[src/rtl/svm_request_scheduler.sv]
`timescale 1ns/1ps
// svm_request_scheduler
// Shares one single-issue SVM classifier core among NREQ feature sources.
// A round-robin arbiter grants one source, registers its feature vector,
// issues it to the core, waits for the classification and returns it tagged
// with the source id. Optional watchdog: define SVM_WDOG_EN.
//
// Handshake rule used on every valid/ready pair in this block: a transfer
// happens on a rising clock edge where valid and ready are both 1; once a
// sender raises valid it holds valid and its payload stable until that edge.
module svm_request_scheduler #(
    parameter int NBITS       = 8,
    parameter int F_WIDTH     = 4,
    parameter int NREQ        = 4,
    parameter int LOG_NREQ    = $clog2(NREQ),
    parameter int LAT_WIDTH   = 16,
    parameter int WDOG_CYCLES = 4096
) (
    input  logic                          clk,
    input  logic                          rst,
    input  logic [NREQ-1:0]               req_valid,
    output logic [NREQ-1:0]               req_ready,
    input  logic [NREQ*NBITS*F_WIDTH-1:0] req_features,
    output logic [NBITS*F_WIDTH-1:0]      core_features,
    output logic                          core_fin_valid,
    input  logic                          core_fin_ready,
    input  logic                          core_valence,
    input  logic                          core_arousal,
    input  logic                          core_dout_valid,
    output logic                          core_dout_ready,
    output logic                          res_valid,
    input  logic                          res_ready,
    output logic [LOG_NREQ-1:0]           res_id,
    output logic                          res_valence,
    output logic                          res_arousal,
    output logic                          res_timeout,
    output logic                          busy,
    output logic [LAT_WIDTH-1:0]          last_latency,
    output logic [1:0]                    state_dbg
);

    localparam int VW = NBITS * F_WIDTH;
    localparam logic [LAT_WIDTH-1:0] WDOG_LIMIT = LAT_WIDTH'(WDOG_CYCLES - 1);
`ifdef SVM_WDOG_EN
    localparam bit WDOG_EN = 1'b1;
`else
    localparam bit WDOG_EN = 1'b0;
`endif

    typedef enum logic [1:0] {IDLE = 2'd0, ISSUE = 2'd1, WAIT = 2'd2, RESP = 2'd3} state_t;

    state_t                state_q, state_d;
    logic [LOG_NREQ-1:0]   rr_ptr_q, rr_ptr_d;
    logic [LOG_NREQ-1:0]   id_q, id_d;
    logic [VW-1:0]         feat_q, feat_d;
    logic                  fin_valid_q, fin_valid_d;
    logic                  res_valid_q, res_valid_d;
    logic                  res_valence_q, res_valence_d;
    logic                  res_arousal_q, res_arousal_d;
    logic                  res_timeout_q, res_timeout_d;
    logic [LAT_WIDTH-1:0]  lat_cnt_q, lat_cnt_d;
    logic [LAT_WIDTH-1:0]  last_lat_q, last_lat_d;
    // Set after a watchdog abort: the core still owes one dout for it.
    logic                  stale_q, stale_d;

    logic                  grant_hit;
    logic [LOG_NREQ-1:0]   grant_idx;
    logic                  can_grant;
    logic [LAT_WIDTH-1:0]  lat_inc;
    logic                  wdog_hit;

    // Round-robin search: first valid source at or above rr_ptr, wrapping.
    always_comb begin
        grant_hit = 1'b0;
        grant_idx = '0;
        for (int k = 0; k < NREQ; k++) begin
            if (!grant_hit && req_valid[LOG_NREQ'((int'(rr_ptr_q) + k) % NREQ)]) begin
                grant_hit = 1'b1;
                grant_idx = LOG_NREQ'((int'(rr_ptr_q) + k) % NREQ);
            end
        end
    end

    assign can_grant = (state_q == IDLE) && grant_hit && !stale_q;
    assign lat_inc   = (&lat_cnt_q) ? lat_cnt_q : lat_cnt_q + 1'b1;
    assign wdog_hit  = WDOG_EN && (lat_cnt_q == WDOG_LIMIT);

    // Next-state and datapath updates for the IDLE/ISSUE/WAIT/RESP sequence.
    always_comb begin
        state_d       = state_q;
        rr_ptr_d      = rr_ptr_q;
        id_d          = id_q;
        feat_d        = feat_q;
        fin_valid_d   = fin_valid_q;
        res_valid_d   = res_valid_q;
        res_valence_d = res_valence_q;
        res_arousal_d = res_arousal_q;
        res_timeout_d = res_timeout_q;
        lat_cnt_d     = lat_cnt_q;
        last_lat_d    = last_lat_q;
        stale_d       = stale_q;

        // The late dout of an aborted request is swallowed outside WAIT.
        if (stale_q && (state_q != WAIT) && core_dout_valid) begin
            stale_d = 1'b0;
        end

        case (state_q)
            IDLE: begin
                if (can_grant) begin
                    id_d        = grant_idx;
                    feat_d      = req_features[grant_idx*VW +: VW];
                    rr_ptr_d    = (grant_idx == LOG_NREQ'(NREQ - 1)) ? '0 : grant_idx + 1'b1;
                    fin_valid_d = 1'b1;
                    state_d     = ISSUE;
                end
            end
            ISSUE: begin
                if (core_fin_ready) begin
                    fin_valid_d = 1'b0;
                    lat_cnt_d   = '0;
                    state_d     = WAIT;
                end
            end
            WAIT: begin
                if (core_dout_valid) begin
                    res_valid_d   = 1'b1;
                    res_valence_d = core_valence;
                    res_arousal_d = core_arousal;
                    res_timeout_d = 1'b0;
                    last_lat_d    = lat_inc;
                    state_d       = RESP;
                end else if (wdog_hit) begin
                    res_valid_d   = 1'b1;
                    res_valence_d = 1'b0;
                    res_arousal_d = 1'b0;
                    res_timeout_d = 1'b1;
                    stale_d       = 1'b1;
                    state_d       = RESP;
                end else begin
                    lat_cnt_d = lat_inc;
                end
            end
            RESP: begin
                if (res_ready) begin
                    res_valid_d = 1'b0;
                    state_d     = IDLE;
                end
            end
            default: state_d = IDLE;
        endcase
    end

    // State and registered outputs; reset aborts any in-flight request.
    always_ff @(posedge clk or negedge rst) begin
        if (!rst) begin
            state_q       <= IDLE;
            rr_ptr_q      <= '0;
            id_q          <= '0;
            feat_q        <= '0;
            fin_valid_q   <= 1'b0;
            res_valid_q   <= 1'b0;
            res_valence_q <= 1'b0;
            res_arousal_q <= 1'b0;
            res_timeout_q <= 1'b0;
            lat_cnt_q     <= '0;
            last_lat_q    <= '0;
            stale_q       <= 1'b0;
        end else begin
            state_q       <= state_d;
            rr_ptr_q      <= rr_ptr_d;
            id_q          <= id_d;
            feat_q        <= feat_d;
            fin_valid_q   <= fin_valid_d;
            res_valid_q   <= res_valid_d;
            res_valence_q <= res_valence_d;
            res_arousal_q <= res_arousal_d;
            res_timeout_q <= res_timeout_d && WDOG_EN;
            lat_cnt_q     <= lat_cnt_d;
            last_lat_q    <= last_lat_d;
            stale_q       <= stale_d && WDOG_EN;
        end
    end

    // The grant strobe is forced low while reset is held so every output is 0.
    assign req_ready       = (can_grant && rst) ? (NREQ'(1) << grant_idx) : '0;
    assign core_features   = feat_q;
    assign core_fin_valid  = fin_valid_q;
    assign core_dout_ready = (state_q == WAIT) || stale_q;
    assign res_valid       = res_valid_q;
    assign res_id          = id_q;
    assign res_valence     = res_valence_q;
    assign res_arousal     = res_arousal_q;
    assign res_timeout     = res_timeout_q;
    assign busy            = (state_q != IDLE);
    assign last_latency    = last_lat_q;
    assign state_dbg       = state_q;

endmodule

[config.mk]
export PLATFORM = sky130hd
export DESIGN_NAME = svm_request_scheduler
export DESIGN_NICKNAME = d
export VERILOG_FILES = /design/src/rtl/svm_request_scheduler.sv
export SDC_FILE = /design/constraint.sdc
export NUM_CORES = 1
export LEC_CHECK = 0
export CORE_MARGIN = 1.5
export CORE_UTILIZATION = 30
export DETAILED_ROUTE_END_ITERATION = 8
export PLACE_DENSITY = 0.65
export SYNTH_ARGS = -nofsm -noshare
export SYNTH_HDL_FRONTEND = slang
export SYNTH_SLANG_ARGS = --single-unit
export TNS_END_PERCENT = 50
[constraint.sdc]
create_clock -name clk -period 3.4 [get_ports clk]
set_clock_uncertainty 0.05 [all_clocks]
set_input_delay 0.34 -clock clk [delete_from_list [all_inputs] [get_ports clk]]
set_output_delay 0.34 -clock clk [all_outputs]
set_load 0.03 [all_outputs]
-- Word level (Yosys, flattened, before mapping)
Cells that the tools add are included.
- output and inout bits: 63
- bits in registers: 74
- logic and storage cells: 87
- reduce and logical (&&, ||, !) cells: 20
- equality and inequality tests: 9
- shift-type cells: 2
- $add $sub $neg: 5
- mux-type cells: 37
- magnitude comparators: 4
- operators with widths (cell ; count):
    128-bit by 8-bit variable part select with 32-bit output ; 1
    16-bit 2-to-1 mux ; 3
    16-bit one-hot mux with 2 select lines ; 1
    2-bit 2-to-1 mux ; 9
    16-bit by 1-bit adder with 16-bit output, second input constant ; 1
    2-bit by 4-bit < comparator with 1-bit output, second input constant ; 4
    1-bit 2-to-1 mux ; 16
    16-bit AND reduction ; 1
    3-bit AND reduction ; 3
    1-bit binary-select mux with 2-bit select ; 4
    2-bit inequality test, second input constant ; 4
    2-bit one-hot mux with 4 select lines ; 1
    2-bit nonzero test ; 4
    2-bit == test, second input constant ; 3
    1-bit logical AND ; 5
    2-bit by 1-bit adder with 2-bit output, second input constant ; 2
    2-bit adder, second input constant ; 2
    4-bit 2-to-1 mux ; 1
    1-bit one-hot mux with 2 select lines ; 2
    2-bit AND reduction ; 2
    4-bit AND reduction ; 1
    1-bit by 2-bit left shift with 4-bit output, first input constant ; 1
    1-bit zero test ; 3
    2-bit by 1-bit == test with 1-bit output, second input constant ; 1
    other kinds (2) ; 2

-- Logic depth before layout (Yosys ltp)
Gate-level depths: netlist of the first run.
- depth after elaboration: 16
- depth in mapped cells: 8
- gate-level depth less buffers: 7

-- Worst setup path after synthesis of the first run
No wires, ideal clock.
- path type: register -> register
- start point: register state_q[0] (netlist: state_dbg[0])
- end point: register lat_cnt_q[0]
- required time: 3.225 ns
- setup slack: 1.023 ns
- library setup time: 0.125 ns
- clock period less this slack: 2.377 ns
- cell stages (with the launch flop): 8
- data arrival time: 2.202 ns
- cells stage by stage: dfrtp_1 inv_1 ha_1 and2_1 buf_2 nor3_1 o21ai_1 mux2_2
- cells in the longest elaborated chain, start to end: 3
- elaborated cells between the ends (all ways): 7
- classes of those cells: eq/ne: 4; mux: 1; reduce/logical: 2
- ends and longest elaborated chain (element ; RTL line ; text):
    start: declaration ; 52 ; state_t state_q, state_d;
    start signal: assignment ; 170 ; state_q <= state_d;
    2-bit == test (*) ; n/a ;
    via core_dout_ready ; 30 ; output logic core_dout_ready,
    2-bit inequality test (no source line) or 2-bit nonzero test (tied branches) ; n/a ;
    3-bit AND reduction (no source line) ; n/a ;
    end signal: assignment ; 179 ; lat_cnt_q <= lat_cnt_d;
    end: declaration ; 61 ; logic [LAT_WIDTH-1:0] lat_cnt_q, lat_cnt_d;
The timed path passes the listed nets; every way through them passes the cells marked *.
A chain may end at the register's enable or synchronous reset.

-- Worst setup path in the final report of the first run
- start point: register rr_ptr_q[1]
- end point: output port req_ready[2]
- cells in the longest elaborated chain, start to end: 16
- elaborated cells between the ends (all ways): 33
- classes of those cells: add/sub: 3; shift: 1; mux: 21; reduce/logical: 8
- ends and longest elaborated chain (element ; RTL line ; text):
    start: declaration ; 53 ; logic [LOG_NREQ-1:0] rr_ptr_q, rr_ptr_d;
    start signal: assignment ; 171 ; rr_ptr_q <= rr_ptr_d;
    branches (longest 15 deep; another with 2-bit by 1-bit adder with 2-bit output) ; n/a ;
    4-bit 2-to-1 mux (*) ; 186 ; assign req_ready = (can_grant && rst) ? (NREQ'(1) << grant_idx) : '0;
    end: declaration ; 22 ; output logic [NREQ-1:0] req_ready,
Every way passes the cells marked *. The select of a mux whose other input is x is not followed.

==> results.yml, run 1 <==
outcome:
  status: "finished, final reports clean"
yosys:
  synth-edff-count: 0
  avgSynthCellArea_um2: 9.57
  ys.flop_type: "dfrtp_1"
  ys_ff_latch: 74
  ys.warnings.count: 0
  synth_top_area_share_pct: 43.7
  synth_largest_area_cell: "dfrtp_1"
  async_flop_share_pct: 100
  synth_cell_types: 53
  synth_area_mm2: 0.00424
  synth_nets: 589
  synthCells: 443
  ys_seq_area_share_pct: 43.7
  synth.area.top_cells: "dfrtp_1 44%, mux2i_1 8.0%, a221oi_1 6.6%"
sta:
  setup_violations: 0
  tns_ns: 0
  final-hold-violation-count: 0
  clock.fmax_mhz: 341
  timing.final.crit_period_ns: 2.93
  post-route-period-util_pct: 86.3
  drv_slew: 0
  rsz0062_at_grt: "no"
  slew-limit-headroom_pct: 35.8
  worst_slew_pin_slew_ns: 0.939
finish:
  design_area_mm2: 0.00664
  fill_cells: 1277
  antennaDiodeCount: 0
  multiInputGateArea_mm2: 0.00219
  drive_gt1_share_pct: 6.47
  syn_to_final_growth_pct: 56.7
  register_area_mm2: 0.00185
  fin_nets: 775
floorplan:
  die_h_um: 122
  start_util_pct: 30.6
  design.die.area_mm2: 0.0148
  coreArea_mm2: 0.0138
  boundaryPins: 202
  fp.dieW_um: 122
  row_count: 43
clock_network:
  cts_max_level: 3
  cts_root_buf: "clkbuf_16"
  post-cts-setup-buffer-count: 0
  clock_latency_ns: 0.35
  cts_tree: "done"
  clock_path_buffers: 2
  clk_pin_slew_worst_paths_ns: 0.06
  cts_inserted_buffers: 9
  cts_resized: 0
  cts_sinks: 74
  cts_hold_buf: 0
worst_setup_path:
  required_ns: 3.01
  cp-end-kind: "output port"
  worst-path-max-fanout: 8
  cpMostUsedCell: "and3_1"
  r2r_cells: 6
  r2r-start: "state_dbg[0]"
  rr_endpoint: "state_dbg[0]"
  cp_slowest_stage_delay_ns: 0.59
  reg2reg_slack_ns: 1.07
  path_cells: "nand2b_1, and3_1, a211oi_4, inv_1, ha_1, and3_1, clkdlybuf4s50_1"
  critPathArrivalTime_ns: 2.54
  cp_slowest_cell: "clkdlybuf4s50_1"
  cp-startpoint: "rr_ptr_q[1]"
  start_kind: "flop"
  endpoint: "req_ready[2]"
  critPathKind: "flop to output port"
place:
  port_buffers: 200
  gp_congestion: 0.853
  dp_hpwl_mm: 10.7
  placed_cell_area_mm2: 0.00636
detailed_routing:
  via_per_inst: 5.20
  firstDrtPassIters: 4
  wl_per_cell_um: 17.7
  routed_wl_mm: 14.4
  final_antenna_net_count: 0
  num_vias: 4233
  drt_iter0_markers: 220
  drc_errors: 0
pwr:
  fin_total_pwr_w: 0.00520
  leakage_nw: 2.73
  pwr_density_cell_mw_per_mm2: 783
  peakVddDrop_v: 0.000479
global_routing:
  grt-ovfl-total: 0
  track_usage_pct: 20.0
  antenna_found_initial: 0
  grt_pass1_wl_mm: 22.6
  grt_start_max_net_pins: 76
  grt_pass1_vias: 4393
job:
  cap_violations: 0
min_path:
  hold_path.class: "primary input to asynchronous set/reset pin"
## power breakdown
group          internal, W  switching (W)
logic              0.00122        0.00168
registers          0.00119       0.000195
clock network     0.000552       0.000367
## cell usage after synthesis, types with 6 or more instances
cell / count
clkbuf_1: 14
nand3_1: 8
and3_1: 7
o21ai_0: 28
o31ai_1: 6
nand2_1: 36
a221oi_1: 32
o22ai_1: 33
nor2_1: 47
inv_1: 10
a31oi_1: 7
a21oi_1: 13
dfrtp_1: 74
mux2i_1: 34
ha_1: 7
buf_2: 11
xnor2_1: 6
## per-layer routing
layer	share of wire, %	vias to the layer above	routed length [um]	global-route usage [%]
met5	0	-	0	0
met4	1.9	0	278	7.43
met3	9.2	22	1330	8.01
met2	53	147	7660	36.1
met1	36	2034	5150	20.9
li1	-	2030	-	-
## area by class of cell
type,instances,area share (%)
inverters,10,0.565
clock inverters,2,0.151
repair buffers,208,30.9
flip-flops and latches,74,27.9
clock buffers,14,4.13
well taps,180,3.39
multi-input cells,326,33.0
## worst min-delay path by stage
stage	start	to	slack, ns	cells past startpoint
after floorplan	rst	core_features[0]	-0.006	0
after global placement	last_latency[12]	last_latency[12]	0.40	2
after detailed placement	last_latency[12]	last_latency[12]	0.42	2
after CTS	rst	res_id[1]	0.29	2
after global routing	rst	res_id[1]	0.33	2
final	rst	res_id[1]	0.23	2
## registers in the layout, summed over array words and instances (netlist names)
signal          cells
res_arousal         1
core_fin_valid      1
res_valence         1
lat_cnt_q          16
core_features      32
rr_ptr_q            2
res_valid           1
res_id              2
last_latency       16
state_dbg           2
## logic make-up (layout without fill, tap and decap cells)
kind of cell | after synthesis | after routing | synth area share [%]
AOI/OAI and AO/OA | 138 | 138 | 22.6
and+or+nand+nor | 133 | 133 | 15.5
DFF | 74 | 74 | 43.7
buffers and inverters | 43 | 234 | 5.14
muxes | 37 | 37 | 8.83
xor gates and xnor gates | 10 | 10 | 2.07
adders and majority gates | 7 | 7 | 2.07
other | 1 | 1 | 0.0885
## through the flow
| step | cells | hold WS (ns) | utilization [%] | worst slack [ns] |
|---|---|---|---|---|
| after CTS | 814 | 0.292 | 48.0 | 0.458 |
| after detailed placement | 798 | 0.416 | 46.0 | 0.504 |
| final | 814 | 0.233 | 48.0 | 0.467 |
| after global placement | 798 | 0.405 | 46.0 | 0.573 |
| after floorplan | 443 | -0.00559 | - | 1.02 |
| after global routing | 814 | 0.335 | 48.0 | 0.349 |
## placed cells by master (no fill, tap or decap), drive strengths merged, types with 9 or more instances in the layout
cell	instances
a21oi	13
a221oi	32
buf	11
clkbuf	14
clkdlybuf4s50	197
dfrtp	74
inv	10
mux2i	34
nand2	37
nand3	9
nor2	48
o21ai	30
o22ai	33
## worst max-delay path, delay by kind of cell (launching register included)
family	cells	cell delay, ns
and+or+nand+nor	3	0.60
adders and majority gates	1	0.20
DFF	1	0.46
buffers and inverters	2	0.68
AOI/OAI and AO/OA	1	0.24
Note: power is estimated with default switching activity, not from simulation.
==> run 2, diff against run 1 <==
Settings changed: CAP_MARGIN set to 5, CELL_PAD_IN_SITES_DETAIL_PLACEMENT set to 1, CELL_PAD_IN_SITES_GLOBAL_PLACEMENT set to 1, PLACE_DENSITY 0.65 to 0.84.
==> run 2 against run 1 <==
Setup slack worse by 0.11 ns. First-iteration DRC count is 23% lower. Register-to-register slack worse by 0.16 ns. Clock power is 1% higher.
==> results.yml, run 2 (synthesis results as in run 1) <==
finish:
  largest_reg_flops: 32
  drive_gt1_share_pct: 6.14
  design_area_mm2: 0.00664
  register_area_mm2: 0.00185
  layout_commonest_cell: "clkdlybuf4s50_1"
  layout_common_cells: "198 x clkdlybuf4s50_1, 74 x dfrtp_1, 46 x nor2_1"
  multiInputGateArea_mm2: 0.00218
  fill_cells: 1551
  fin_nets: 776
  syn_to_final_growth_pct: 56.7
  antennaDiodeCount: 0
worst_setup_path:
  cp_slowest_cell: "clkdlybuf4s50_1"
  critPathArrivalTime_ns: 2.66
  cp_slowest_stage_delay_ns: 0.59
  critPathKind: "primary input to output port"
  start_kind: "primary input"
  worst-path-max-fanout: 13
  critical_path_depth: 6
  crit_family: "simple AND/OR/NAND/NOR gates"
  r2r_cells: 8
  path_cells: "clkdlybuf4s50_1, or3_2, nor2_1, nor2_2, and3_1, clkdlybuf4s50_1"
  required_ns: 3.01
  cpMostUsedCell: "clkdlybuf4s50_1"
  cp-end-kind: "output port"
  path_buf_inv: 2
pwr:
  leakage_nw: 2.72
  peakVddDrop_v: 0.000410
  pwr_density_cell_mw_per_mm2: 795
floorplan:
  fp.dieW_um: 122
  start_util_pct: 30.6
  coreArea_mm2: 0.0138
  die_h_um: 122
  design.die.area_mm2: 0.0148
  boundaryPins: 202
  row_count: 43
detailed_routing:
  via_per_inst: 5.47
  num_vias: 4457
  firstDrtPassIters: 4
  wl_per_cell_um: 20.4
  final_antenna_net_count: 0
  drt_iter0_markers: 170
  drc_errors: 0
  routed_wl_mm: 16.6
place:
  port_buffers: 200
  dp_hpwl_mm: 12.6
  placed_cell_area_mm2: 0.00636
  gp_congestion: 0.853
sta:
  rsz0062_at_grt: "no"
  worst_slew_pin_slew_ns: 0.812
  clock.fmax_mhz: 328
  timing.final.crit_period_ns: 3.05
  drv_slew: 0
  tns_ns: 0
  post-route-period-util_pct: 89.6
  slew-limit-headroom_pct: 44.5
  final-hold-violation-count: 0
  setup_violations: 0
global_routing:
  grt-ovfl-total: 0
  antenna_found_initial: 0
  grt_start_max_net_pins: 46
  track_usage_pct: 22.6
  grt_pass1_wl_mm: 25.7
  grt_pass1_vias: 4733
clock_network:
  cts_root_buf: "clkbuf_16"
  cts_max_level: 3
  post-cts-setup-buffer-count: 0
  clk_pin_slew_worst_paths_ns: 0.06
  cts_hold_buf: 0
  cts_tree: "done"
  clock_path_buffers: 2
  cts_sinks: 74
  cts_resized: 0
  cts_inserted_buffers: 9
  clock_latency_ns: 0.33
job:
  cap_violations: 0
outcome:
  status: "finished, final reports clean"
min_path:
  hold_path.class: "primary input to asynchronous set/reset pin"
## run 2: changes by cell type in the layout (fill, tap and decap cells not counted), sizes merged
cell / before / now
bufinv: 0 / 1
clkdlybuf4s50: 197 / 198
clkbuf: 14 / 13
## run 2: final cells by class
| type | instances | area share [%] |
|---|---|---|
| Inverter | 10 | 0.565 |
| Multi-Input combinational cell | 326 | 32.9 |
| Clock inverter | 3 | 0.603 |
| Clock buffer | 13 | 3.62 |
| Timing Repair Buffer | 209 | 31.1 |
| Sequential cell | 74 | 27.9 |
| Tap cell | 180 | 3.39 |
## run 2: power breakdown
| group | leakage [nW] | switching (W) | internal (W) |
|---|---|---|---|
| combinational | 1.67 | 0.00174 | 0.00122 |
| clock | 0.138 | 0.000363 | 0.000568 |
| sequential | 0.917 | 0.000202 | 0.00119 |
## run 2: per-stage QoR
stage	std cells	utilization, %	hold slack (ns)	setup slack [ns]	total power, W
finish	815	48.0	0.0603	0.355	0.00528
global route	815	48.0	0.0988	0.258	0.00559
CTS	815	48.0	0.0755	0.362	0.00533
detailed placement	799	46.0	0.424	0.373	0.00438
global placement	799	46.0	0.406	0.463	0.00426
floorplan	443	-	-0.00559	1.02	0.00318
## run 2: per-layer routing
metal / vias to the layer above / part of all wire, % / track usage [%]
li1: 2026 / - / -
met1: 2224 / 40 / 27.2
met2: 165 / 50 / 39.4
met3: 42 / 5.7 / 3.75
met4: 0 / 3.9 / 10.3
met5: - / 0 / 0
## run 2: path summary, 6_finish.rpt
kind | start | endpoint | slack, ns
min in group clk | last_latency[11] | last_latency[11] | 0.43
max in group asynchronous | rst | core_features[18] | 2.27
worst max-delay path | req_valid[3] | req_ready[2] | 0.35
worst min register to register | last_latency[11] | last_latency[11] | 0.43
worst min-delay path | rst | res_id[0] | 0.06
worst max register to register | state_dbg[0] | core_features[6] | 0.91
==> run 3, diff against run 2 <==
Settings changed: ABC_AREA set to 1, CORE_MARGIN 1.5 to 4, PLACE_DENSITY 0.84 to 0.85.
==> run 3 against run 2 <==
Core utilization shrank 2.5 points. Non-clock buffer count grew 6. Sequential power is essentially flat. Setup slack gained 0.055 ns. First-iteration DRC count grew 3.5%. Synthesized area grew 15%. Total power grew 28%. Count of clock-buffer cells in the layout shrank 3. Hold slack gained 0.37 ns. Die area grew 24%. Cell count grew 36%. Sequential cell count is the same.
==> results.yml, run 3 <==
finish:
  multiInputGateArea_mm2: 0.00249
  layout_common_cells: "239 x nand2_1, 195 x clkdlybuf4s50_1, 142 x nand3_1"
  final_cell_count_no_fill: 1112
  syn_to_final_growth_pct: 48.8
  antennaDiodeCount: 0
  fill_cells: 2023
  largest_reg_flops: 32
  drive_gt1_share_pct: 5.58
  design_area_mm2: 0.00726
  register_area_mm2: 0.00185
  layout_commonest_cell: "nand2_1"
  fin_nets: 1037
yosys:
  synth_top_area_share_pct: 37.9
  synth_top_family_by_area: "simple AND/OR/NAND/NOR gates"
  synth_cell_types: 29
  synth_mux_area_share_pct: 0
  ys_seq_area_share_pct: 37.9
  synth-edff-count: 0
  synth_compound_area_share_pct: 4.41
  yosysMostFrequentCell: "nand2_1"
  ys.flop_type: "dfrtp_1"
  yosys.area_share.xor_xnor_pct: 1.61
  synthCells: 707
  async_flop_share_pct: 100
  synth.area.top_cells: "dfrtp_1 38%, nand2_1 19%, nand3_1 15%"
  ys_ff_latch: 74
  synth_nets: 853
  yosys.area_share.simple_pct: 43.0
  ys.warnings.count: 0
  synth_area_mm2: 0.00488
  synth_fa_ha_area_share_pct: 1.79
  avgSynthCellArea_um2: 6.91
  synth_common_cells: "242 x nand2_1, 142 x nand3_1, 74 x dfrtp_1, 70 x inv_1, 34 x nand3b_1"
  synth_largest_area_cell: "dfrtp_1"
floorplan:
  die_h_um: 136
  start_util_pct: 30.6
  fp.dieW_um: 136
  coreArea_mm2: 0.0159
  design.die.area_mm2: 0.0184
  row_count: 46
  boundaryPins: 202
pwr:
  p_switching_w: 0.00356
  p_comb_share_pct: 66.6
  peakVddDrop_v: 0.000651
  p_int_w: 0.00320
  clock_power_share_pct: 13.1
  p_seq_share_pct: 20.3
  power.share.switching_pct: 52.7
  pwr_density_cell_mw_per_mm2: 932
  leakage_nw: 3.44
sta:
  worst_slew_pin_slew_ns: 0.697
  post-route-period-util_pct: 87.9
  worst_hold_slack_ns: 0.433
  clock.fmax_mhz: 334
  drv_slew: 0
  layout_setup_ws_ns: 0.410
  timing.final.crit_period_ns: 2.99
  rsz0062_at_grt: "no"
  slew-limit-headroom_pct: 53.6
  final-hold-violation-count: 0
  tns_ns: 0
  setup_violations: 0
worst_setup_path:
  rr_endpoint: "core_features[13]"
  reg2reg_slack_ns: 0.73
  required_ns: 3.01
  cp_slowest_stage_delay_ns: 0.62
  worst-path-max-fanout: 12
  r2r_cells: 14
  path_cells: "inv_2, nand2_1, nand2_1, nand2_1, nand2_1, nor2_4, nand2_1, nor2_1, nor2_4, inv_1, ha_1, inv_1, nor2_1, buf_4"
  cpMostUsedCell: "nand2_1"
  critPathArrivalTime_ns: 2.60
  cp-startpoint: "rr_ptr_q[0]"
  cp-end-kind: "output port"
  r2r-start: "rr_ptr_q[0]"
  cp_slowest_cell: "dfrtp_1"
  start_kind: "flop"
  endpoint: "req_ready[3]"
  critPathKind: "flop to output port"
global_routing:
  track_usage_pct: 19.6
  grt_start_max_net_pins: 65
  grt_pass1_wl_mm: 28.6
  grt-ovfl-total: 0
  antenna_found_initial: 0
  grt_pass1_vias: 5531
clock_network:
  clock_latency_ns: 0.34
  cts_resized: 0
  cts_sinks: 74
  clk_pin_slew_worst_paths_ns: 0.06
  cts_max_level: 3
  cts_tree: "done"
  cts_root_buf: "clkbuf_16"
  cts_hold_buf: 1
  post-cts-setup-buffer-count: 0
  cts_inserted_buffers: 9
  clock_path_buffers: 2
place:
  dp_cells: 1095
  dp_hpwl_mm: 13.7
  port_buffers: 200
  placed_cell_area_mm2: 0.00698
  dp_slack_ns: 0.622
  gp_congestion: 0.867
detailed_routing:
  wl_per_cell_um: 16.1
  drt_iter0_markers: 176
  via_per_inst: 4.82
  drc_errors: 0
  num_vias: 5363
  firstDrtPassIters: 4
  final_antenna_net_count: 0
  routed_wl_mm: 17.9
min_path:
  hold_path.class: "flop to flop"
job:
  cap_violations: 0
outcome:
  status: "finished, final reports clean"
run 3: final cells by class:
| cell class | count | share of cell area [%] |
|---|---|---|
| Clock buffer | 10 | 3.15 |
| Timing Repair Buffer | 215 | 29.0 |
| Inverter | 73 | 3.77 |
| Multi-Input combinational cell | 518 | 34.3 |
| Tap cell | 216 | 3.72 |
| Clock inverter | 6 | 0.603 |
| Sequential cell | 74 | 25.5 |
run 3: critical path: cells and delay by family, from the launching register on:
kind	cells	cell delay [ns]
and+or+nand+nor	9	0.90
DFF	1	0.62
buffers and inverters	4	0.53
adders and majority gates	1	0.19
run 3: power groups by stage:
stage | Clock [W] | Combinational [W] | Sequential (W)
after CTS | 0.000908 | 0.00460 | 0.00137
after floorplan | 0 | 0.00273 | 0.00182
after global routing | 0.000951 | 0.00505 | 0.00141
after global placement | 0 | 0.00450 | 0.00137
after detailed placement | 0 | 0.00459 | 0.00138
final | 0.000887 | 0.00451 | 0.00137
run 3: stage by stage:
step,total power (W),utilization [%]
after floorplan,0.00456,-
after global placement,0.00588,43.8
after detailed placement,0.00597,43.8
after CTS,0.00688,45.6
after global routing,0.00741,45.6
final,0.00677,45.6
run 3: routing by layer:
metal,GRT usage (%),vias up,wire length [um]
met5,0,-,0
met1,21.7,2540,6860
met3,7.91,25,1740
met2,34.0,170,8880
li1,-,2628,-
met4,7.05,0,452
run 3: cell families (layout without fill, tap and decap cells):
family,after synthesis,after routing
simple gates,461,461
buf+inv,115,304
flops,74,74
compound gates,40,40
xor+xnor,9,9
fa+ha+maj,7,7
other cells,1,1
run 3: how the worst min path moves through the flow:
stage / startpoint / to / slack [ns] / depth (start not counted)
final: last_latency[1] / last_latency[1] / 0.43 / 2
after detailed placement: rst / last_latency[7] / 0.24 / 1
after global placement: rst / last_latency[1] / 0.24 / 1
after floorplan: rst / core_features[0] / -0.006 / 0
after global routing: last_latency[9] / last_latency[9] / 0.46 / 2
after CTS: last_latency[4] / last_latency[4] / 0.44 / 2
